[config.mk]
export PLATFORM = sky130hd
export DESIGN_NAME = blockade_dl_ctrl
export DESIGN_NICKNAME = d
export VERILOG_FILES = /design/src/rtl/blockade_pkg.sv /design/src/rtl/blockade_dl_buf.sv /design/src/rtl/blockade_dl_ctrl.sv
export SDC_FILE = /design/constraint.sdc
export NUM_CORES = 1
export LEC_CHECK = 0
export CAP_MARGIN = 20
export CORE_UTILIZATION = 45
export CTS_BUF_LIST = sky130_fd_sc_hd__clkbuf_4
export DETAILED_ROUTE_END_ITERATION = 10
export HOLD_SLACK_MARGIN = 0.05
export PLACE_DENSITY_LB_ADDON = 0.1
export SYNTH_ARGS = -nofsm -noshare
export SYNTH_HDL_FRONTEND = slang
export SYNTH_HIERARCHICAL = 1
export SYNTH_SLANG_ARGS = --single-unit
[constraint.sdc]
create_clock -name clk_sys -period 2.2 [get_ports clk_sys]
set_input_delay 0.44 -clock clk_sys [delete_from_list [all_inputs] [get_ports clk_sys]]
set_output_delay 0.44 -clock clk_sys [all_outputs]
set_load 0.02 [all_outputs]
[src/rtl/blockade_pkg.sv]
// blockade_pkg: shared types and constants for the blockade ROM download path
package blockade_pkg;
  typedef enum logic [1:0] {IDLE, LOAD, HOLD, RUN} state_t;
  localparam int ROM_AW = 14;
  localparam logic [7:0] ROM_INDEX_DEF = 8'd0;
endpackage

[src/rtl/blockade_dl_buf.sv]
// blockade_dl_buf: one-byte capture buffer that issues a ROM write and paces the next one
module blockade_dl_buf
  import blockade_pkg::*;
#(
  parameter int ROM_SIZE = 16384,
  parameter int WR_GAP   = 2
) (
  input  logic              clk_i,
  input  logic              rst_i,
  input  logic              cap_i,
  input  logic [24:0]       addr_i,
  input  logic [7:0]        data_i,
  output logic              full_o,
  output logic              wr_o,
  output logic              oor_o,
  output logic [ROM_AW-1:0] addr_o,
  output logic [7:0]        data_o
);
  logic              full_q, full_d, wr_q, wr_d, oor_q, oor_d, in_range, free;
  logic [3:0]        gap_q, gap_d;
  logic [ROM_AW-1:0] addr_q, addr_d;
  logic [7:0]        data_q, data_d;
  assign in_range = addr_i < 25'(ROM_SIZE);
  // The write cycle plus WR_GAP idle cycles occupy the buffer; release on the last of them.
  assign free = full_q & (oor_q | (wr_q ? gap_q == 4'd0 : gap_q == 4'd1));
  // Next-state: capture launches the write immediately, then the gap counter drains.
  always_comb begin
    full_d = cap_i ? 1'b1 : full_q & ~free;
    wr_d   = cap_i & in_range;
    oor_d  = cap_i & ~in_range;
    gap_d  = cap_i ? 4'(WR_GAP) : (full_q & ~wr_q & gap_q != 4'd0) ? gap_q - 4'd1 : gap_q;
    addr_d = (cap_i & in_range) ? addr_i[ROM_AW-1:0] : addr_q;
    data_d = (cap_i & in_range) ? data_i : data_q;
  end
  // Buffer registers; reset drops any pending byte.
  always_ff @(posedge clk_i or posedge rst_i) begin
    if (rst_i) begin
      full_q <= 1'b0;
      wr_q   <= 1'b0;
      oor_q  <= 1'b0;
      gap_q  <= 4'd0;
      addr_q <= '0;
      data_q <= '0;
    end else begin
      full_q <= full_d;
      wr_q   <= wr_d;
      oor_q  <= oor_d;
      gap_q  <= gap_d;
      addr_q <= addr_d;
      data_q <= data_d;
    end
  end
  assign full_o = full_q;
  assign wr_o   = wr_q;
  assign oor_o  = oor_q;
  assign addr_o = addr_q;
  assign data_o = data_q;
endmodule

[src/rtl/blockade_dl_ctrl.sv]
// blockade_dl_ctrl: sequences ioctl ROM downloads into the blockade core and owns its reset
module blockade_dl_ctrl
  import blockade_pkg::*;
#(
  parameter logic [7:0] ROM_INDEX   = ROM_INDEX_DEF,
  parameter int         ROM_SIZE    = 16384,
  parameter int         WR_GAP      = 2,
  parameter int         HOLD_CYCLES = 64
) (
  input  logic              clk_sys,
  input  logic              reset,
  input  logic              ioctl_download,
  input  logic              ioctl_wr,
  input  logic [24:0]       ioctl_addr,
  input  logic [7:0]        ioctl_dout,
  input  logic [7:0]        ioctl_index,
  output logic              ioctl_wait,
  output logic [ROM_AW-1:0] dn_addr,
  output logic [7:0]        dn_data,
  output logic              dn_wr,
  output logic              core_reset,
  output logic              dl_done,
  output logic              dl_err,
  output logic [14:0]       byte_count,
  output logic [7:0]        checksum
);
  state_t      state_q;
  logic        active, active_q, cap, ovf, full, wr, oor, core_reset_q, done_q, err_q;
  logic [9:0]  hold_q;
  logic [14:0] count_q;
  logic [7:0]  sum_q;
  assign active = ioctl_download && ioctl_index == ROM_INDEX;
  assign cap    = state_q == LOAD && active && ioctl_wr && !full;
  assign ovf    = state_q == LOAD && active && ioctl_wr && full;
  blockade_dl_buf #(.ROM_SIZE(ROM_SIZE), .WR_GAP(WR_GAP)) u_buf (
    .clk_i  (clk_sys),
    .rst_i  (reset),
    .cap_i  (cap),
    .addr_i (ioctl_addr),
    .data_i (ioctl_dout),
    .full_o (full),
    .wr_o   (wr),
    .oor_o  (oor),
    .addr_o (dn_addr),
    .data_o (dn_data)
  );
  // Download FSM with hold-off counter, statistics and registered core reset/status.
  always_ff @(posedge clk_sys or posedge reset) begin
    if (reset) begin
      state_q      <= IDLE;
      active_q     <= 1'b0;
      hold_q       <= '0;
      core_reset_q <= 1'b1;
      done_q       <= 1'b0;
      err_q        <= 1'b0;
      count_q      <= '0;
      sum_q        <= '0;
    end else begin
      active_q <= active;
      if (wr) begin
        count_q <= count_q + {14'd0, count_q != '1};
        sum_q   <= sum_q + dn_data;
      end
      if (oor || ovf) err_q <= 1'b1;
      case (state_q)
        IDLE, RUN: if (active && (state_q == IDLE || !active_q)) begin
          state_q      <= LOAD;
          core_reset_q <= 1'b1;
          count_q      <= '0;
          sum_q        <= '0;
          done_q       <= 1'b0;
          err_q        <= 1'b0;
        end
        LOAD: if (!active && !full) begin
          state_q <= HOLD;
          hold_q  <= 10'(HOLD_CYCLES - 1);
        end
        HOLD: if (hold_q == '0) begin
          state_q      <= RUN;
          core_reset_q <= 1'b0;
          done_q       <= 1'b1;
        end else hold_q <= hold_q - 10'd1;
        default: state_q <= IDLE;
      endcase
    end
  end
  assign ioctl_wait = full;
  assign dn_wr      = wr;
  assign core_reset = core_reset_q;
  assign dl_done    = done_q;
  assign dl_err     = err_q;
  assign byte_count = count_q;
  assign checksum   = sum_q;
endmodule

# Word level (Yosys, flattened, before mapping)
# Index checks and enable logic that the tools add are counted.
# op_classes
order_cmp	1
n_addsub	4
n_reduce_logical	24
n_mux	26
n_bitwise	10
n_eq_ne	9
# ops
cell	count
two-way mux 15 bit	3
< comparator 25 x 15 -> 1 bit, second input constant	1
two-way mux 8 bit	3
two-way mux 10 bit	2
case mux 10 bit (2 select lines)	1
adder 15 x 1 -> 15 bit	1
!= test 15 bit, second input constant	1
zero test 10 bit	1
subtractor 10 x 1 -> 10 bit, second input constant	1
two-way mux 1 bit	9
AND reduction 3 bit	3
adder 8 bit	1
zero test 8 bit	1
two-way mux 4 bit	2
logical AND 1 bit	7
bitwise AND 1 bit	6
two-way mux 2 bit	3
!= test 2 bit, second input constant	3
case mux 2 bit (3 select lines)	1
nonzero test 2 bit	3
equality test 2 bit, second input constant	2
equality test 4 x 1 -> 1 bit, second input constant	1
zero test 4 bit	1
case mux 1 bit (2 select lines)	2
10 further kinds	15
# totals
in_bits	45
register_bits	68
elab_cells	88
output_inout_bits	50

# Depth between registers and ports, before layout
# logic_depth
ltp_word	9
ltp_mapped	10
ltp_nobuf	10

# By module
# The synthesis kept the hierarchy.
# by_module_without_submodules
module	cells_per_inst	area_each_um2	n_inst
blockade_dl_ctrl	229	2259.7	1
blockade_dl_buf	85	1297.5	1

# Worst setup path before layout
# No wires, ideal clock.
# synth_timing
path_type	reg-to-reg
startpoint	reg count_q[2] (netlist: byte_count[2])
endpoint	reg count_q[10] (netlist: byte_count[10])
period_less_slack_ns	2.250
setup_slack_ns	-0.050
required_ns	2.068
stages_incl_launch_ff	11
setup_time_ns	0.132
t_arrival_ns	2.118
path_cell_list	dfrtp_1 > and4_1 > nand3_1 > or3_1 > ha_1 > ha_1 > nand2_1 > nor2_1 > nand3_1 > xor2_1 > nor2_1
# synth_between
elab_chain_cells	5
# synth_lines
element	line_no	text
start, declared	blockade_dl_ctrl.sv:30	logic [14:0] count_q;
start signal, assigned	blockade_dl_ctrl.sv:61	count_q <= count_q + {14'd0, count_q != '1};
!= test 15 bit	blockade_dl_ctrl.sv:61	
adder 15 x 1 -> 15 bit *	blockade_dl_ctrl.sv:61	
two-way mux 15 bit *	blockade_dl_ctrl.sv:60	if (wr) begin
two-way mux 15 bit	blockade_dl_ctrl.sv:66	IDLE, RUN: if (active && (state_q == IDLE || !active_q)) begin
two-way mux 15 bit *	blockade_dl_ctrl.sv:65	case (state_q)
# Mark *: on every way between the ends. The rest lies on a longest branch, timed or not.
# A chain may end at the register's enable or synchronous reset.

# Worst setup path after layout
# layout_timing
startpoint	reg sum_q[1] (netlist: checksum[1])
endpoint	reg sum_q[7] (netlist: checksum[7])
# layout_between
elab_chain_cells	4
# layout_lines
element	line_no	text
start, declared	blockade_dl_ctrl.sv:31	logic [7:0] sum_q;
start signal, assigned	blockade_dl_ctrl.sv:62	sum_q <= sum_q + dn_data;
adder 8 bit *	blockade_dl_ctrl.sv:62	
two-way mux 8 bit *	blockade_dl_ctrl.sv:60	
two-way mux 8 bit	blockade_dl_ctrl.sv:66	
two-way mux 8 bit *	blockade_dl_ctrl.sv:65	
# Marked as above.

==> run metrics <==
status finished clean; Buf/Inv on CP 0; Post-Syn Nets 376; Distinct cells, synth 57; TritonCTS clock tree yes; biggest area contributors in the synthesized netlist sky130_fd_sc_hd__dfrtp_1, sky130_fd_sc_hd__mux2_4, sky130_fd_sc_hd__ha_1, sky130_fd_sc_hd__nor2_1, sky130_fd_sc_hd__xor2_1; critical path startpoint category register; pwr dens around 680 nW/um^2; area of the mapped netlist about 3600 um^2; final net count 503; num ports 95; Worst Setup Slack post-DPL -0.352 ns; layer with the highest usage after global routing met2; hold-fix buffer count after cts 0; per-cell via count in the routed design 5.05; sw frac around 31%; routability-driven placement congestion ratio between 0.8 and 0.9; met1 layer usage reported by global route between 20% and 30%; Die Height around 91 um; Min Clock Period, post-route a little over 2 ns; wire length of the first global-routing pass 13200 um; maximum vdd drop ~0.00035 V; setup violation total in the final timing report 0; fin area between 5000 and 6000 um^2; layout overhead on the synthesized area 41.0%; peak clock frequency supported by timing 481 MHz; number of clock sinks 68; cell type with the highest aggregate area in the netlist sky130_fd_sc_hd__dfrtp_1; transition time at the pin with the least slew margin slightly above 0.5 ns; filler instances 620; Clock Latency Late Sink 0.41 ns; global routing usage on met2 32.6%; Crit. End Element register; detailed-router iteration count before antenna repair 5; fraction of registers with async set or reset after synthesis 100%; cells along the critical path ha_1 > a21o_1 > a41oi_1 > and3_1 > or3_1 > a21boi_2 > mux2_2; highest-delay cell along the critical path sky130_fd_sc_hd__dfrtp_1; final period utilization roughly 95%; unrepaired setup endpoints after global routing false; GRT met3 Usage roughly 5.9%; wire length per cell after detailed routing 14.0 um; ratio of cells with drive above 1 in the final layout between 20% and 30%; clock-pin slew on the worst setup and hold paths around 0.11 ns; CP peak stage delay about 0.40 ns; diode count 0; Slew Limit Fails 0; number of H-tree branching levels 3; half-perimeter wire length of the detailed placement result between 5000 and 6000 um; cell-internal power ~2.3 mW; worst slew margin relative to its limit approximately 65%; number of nets with antenna violations after routing 0; crit path max fanout 2; starting density of the core 46.3%; antenna violations before repair 0; DRC marker count from the first detailed-route iteration 76; WP data arrival about 2.4 ns; number of input and output port buffers inserted 94; required arrival time at the worst endpoint 2.50 ns; CTS Buf Count 9; full die area between 8000 and 9000 um^2; top cell type's share of synthesized area between 40% and 50%; global-route usage over all layers between 20% and 30%; Static Leak ~2.2 nW; Gate power share a little under a third; final global-route overflow total 0; die span in x between 90 and 100 um; filler-free cell count of the finished design between 500 and 600; Core Rows 32; cell count after synthesis around 310; total length of routed wires around 7700 um; sequential-to-total area share from yosys stat 47.9%; YS warnings 6; area taken by flip-flops and latches 1710 um^2; area used by multi-input combinational logic roughly 1800 um^2; Crit Path Category register to register; total of max-cap violations 0; maximum buffer depth of the clock tree 2; number of instances in the placed design 531; number of synthesized register bits 68; EDFF count, synth 0; switching power approximately 1.0 mW; cell type group with the largest total delay on the critical path simple AND/OR/NAND/NOR gates; part of the power in the clock network 26.5%; Hold WC Path Type input port to async pin; routed via count around 2800; root buffer cell sky130_fd_sc_hd__clkbuf_4; power after layout approximately 3.4 mW; clock skew 0.0230 ns; share of total power in sequential cells approximately 43%; post-route worst setup slack roughly 0.12 ns; vias in the first global route 2834; Core Area 7690 um^2; Post-DP Area between 4000 and 5000 um^2; number of DRC violations after detailed routing 0; mean area per synthesized cell between 10 and 15 um^2; Total Negative Setup Slacks 0 ns; largest net degree at the start of global routing 40; final hold vios 0; Main synth FF type sky130_fd_sc_hd__dfrtp_1
-- worst reg2reg max path, delay by kind of cell, from the launching register on --
family | cells | cell delay [ns]
flops | 1 | 0.40
mux | 1 | 0.34
compound gates | 3 | 0.42
fa+ha+maj | 1 | 0.27
simple gates | 2 | 0.55
-- sequential cells by signal, summed over array words and instances (netlist names) --
register      count
active_q          1
byte_count       15
checksum          8
core_reset        1
dl_done           1
dl_err            1
hold_q           10
state_q           2
u_buf/addr_o     14
u_buf/data_o      8
u_buf/full_o      1
u_buf/gap_q       4
u_buf/oor_o       1
u_buf/wr_o        1
-- final cells by class --
cell class              instances  share of cell area, %
repair buffers                124                   23.5
clock inverters                 6                   1.60
clock buffers                  10                   1.50
inverters                      15                   1.12
multi-input cells             223                   35.7
flip-flops and latches         68                   34.1
well taps                     102                   2.54
-- logic make-up after synthesis --
family	share of synthesized area, %
DFF	47.9
AOI/OAI and AO/OA	7.39
adders and majority gates	6.19
and+or+nand+nor	18.3
buffers and inverters	3.06
muxes	12.5
xor gates and xnor gates	4.68
-- metal layers --
layer / part of all wire, % / up-vias
met5: 0 / -
met4: 1.2 / 0
met3: 6.8 / 10
met2: 47 / 74
met1: 45 / 1309
li1: - / 1377
-- cells in the mapped netlist, types with 3 or more instances --
master / count
sky130_fd_sc_hd__dfrtp_1: 67
sky130_fd_sc_hd__nor2_1: 31
sky130_fd_sc_hd__mux2_4: 20
sky130_fd_sc_hd__ha_1: 16
sky130_fd_sc_hd__nand2_1: 15
sky130_fd_sc_hd__inv_1: 14
sky130_fd_sc_hd__a21oi_1: 13
sky130_fd_sc_hd__nand3_1: 13
sky130_fd_sc_hd__xor2_1: 13
sky130_fd_sc_hd__mux2i_1: 10
sky130_fd_sc_hd__o21ai_0: 10
sky130_fd_sc_hd__nand4_1: 6
sky130_fd_sc_hd__nor3_1: 6
sky130_fd_sc_hd__or3_1: 6
sky130_fd_sc_hd__xnor2_1: 6
sky130_fd_sc_hd__and3_1: 5
sky130_fd_sc_hd__a21o_1: 4
sky130_fd_sc_hd__clkbuf_1: 4
sky130_fd_sc_hd__nor2b_1: 4
sky130_fd_sc_hd__buf_6: 3
sky130_fd_sc_hd__mux2_2: 3
sky130_fd_sc_hd__or4_1: 3
-- placed cells by master, fill, tap and decap left out, drive strengths merged, types with 2 or more instances in the layout --
cell,Yosys,routed
nand4,8,8
nand2b,2,2
nand4b,2,2
mux2i,10,10
a21boi,2,2
a21o,4,4
nor2b,4,4
nor4,4,4
o21a,2,2
and3,5,5
ha,16,16
bufinv,0,2
xnor2,6,6
clkinv,0,3
a21oi,13,13
and4,4,4
nand3,13,13
buf,4,30
nor3b,2,2
o311ai,2,2
nand2,15,15
inv,15,15
or4,4,4
clkdlybuf4s50,0,94
clkbuf,4,10
mux2,24,24
nor3,7,7
or3,6,6
nor2,32,32
dfrtp,67,67
o21ai,11,11
xor2,13,13
-- final timing paths --
path	slack (ns)	end	cells after the start	from
worst max-delay path	0.12	checksum[7]	7	checksum[1]
worst min-delay path	0.43	u_buf/gap_q[2]	3	reset
worst max register to register	0.12	checksum[7]	7	checksum[1]
worst min register to register	0.50	core_reset	2	core_reset
max in group asynchronous	1.33	core_reset	3	reset
min in group clk_sys	0.50	core_reset	2	core_reset
-- metrics by stage --
stage	hold slack, ns	util, %
floorplan	0.485	-
global placement	0.477	62.5
detailed placement	0.484	62.5
CTS	0.430	64.6
global route	0.473	65.2
finish	0.427	65.2
-- power by group through the flow --
stage | Sequential (mW) | Clock (mW) | Combinational, mW
floorplan | 1.53 | 0 | 0.520
global placement | 1.46 | 0 | 0.987
detailed placement | 1.47 | 0 | 1.02
CTS | 1.45 | 0.924 | 1.02
global route | 1.46 | 0.981 | 1.17
finish | 1.45 | 0.898 | 1.05
-- timing repair --
item	in CTS	in global routing
buffers inserted	0	1
pin swaps	0	3
endpoints found under the setup margin	1	20
endpoints found under the hold margin	0	0
gates resized for setup	1	11
cloned	0	0
No activity file was read; power rests on OpenSTA's default activity.
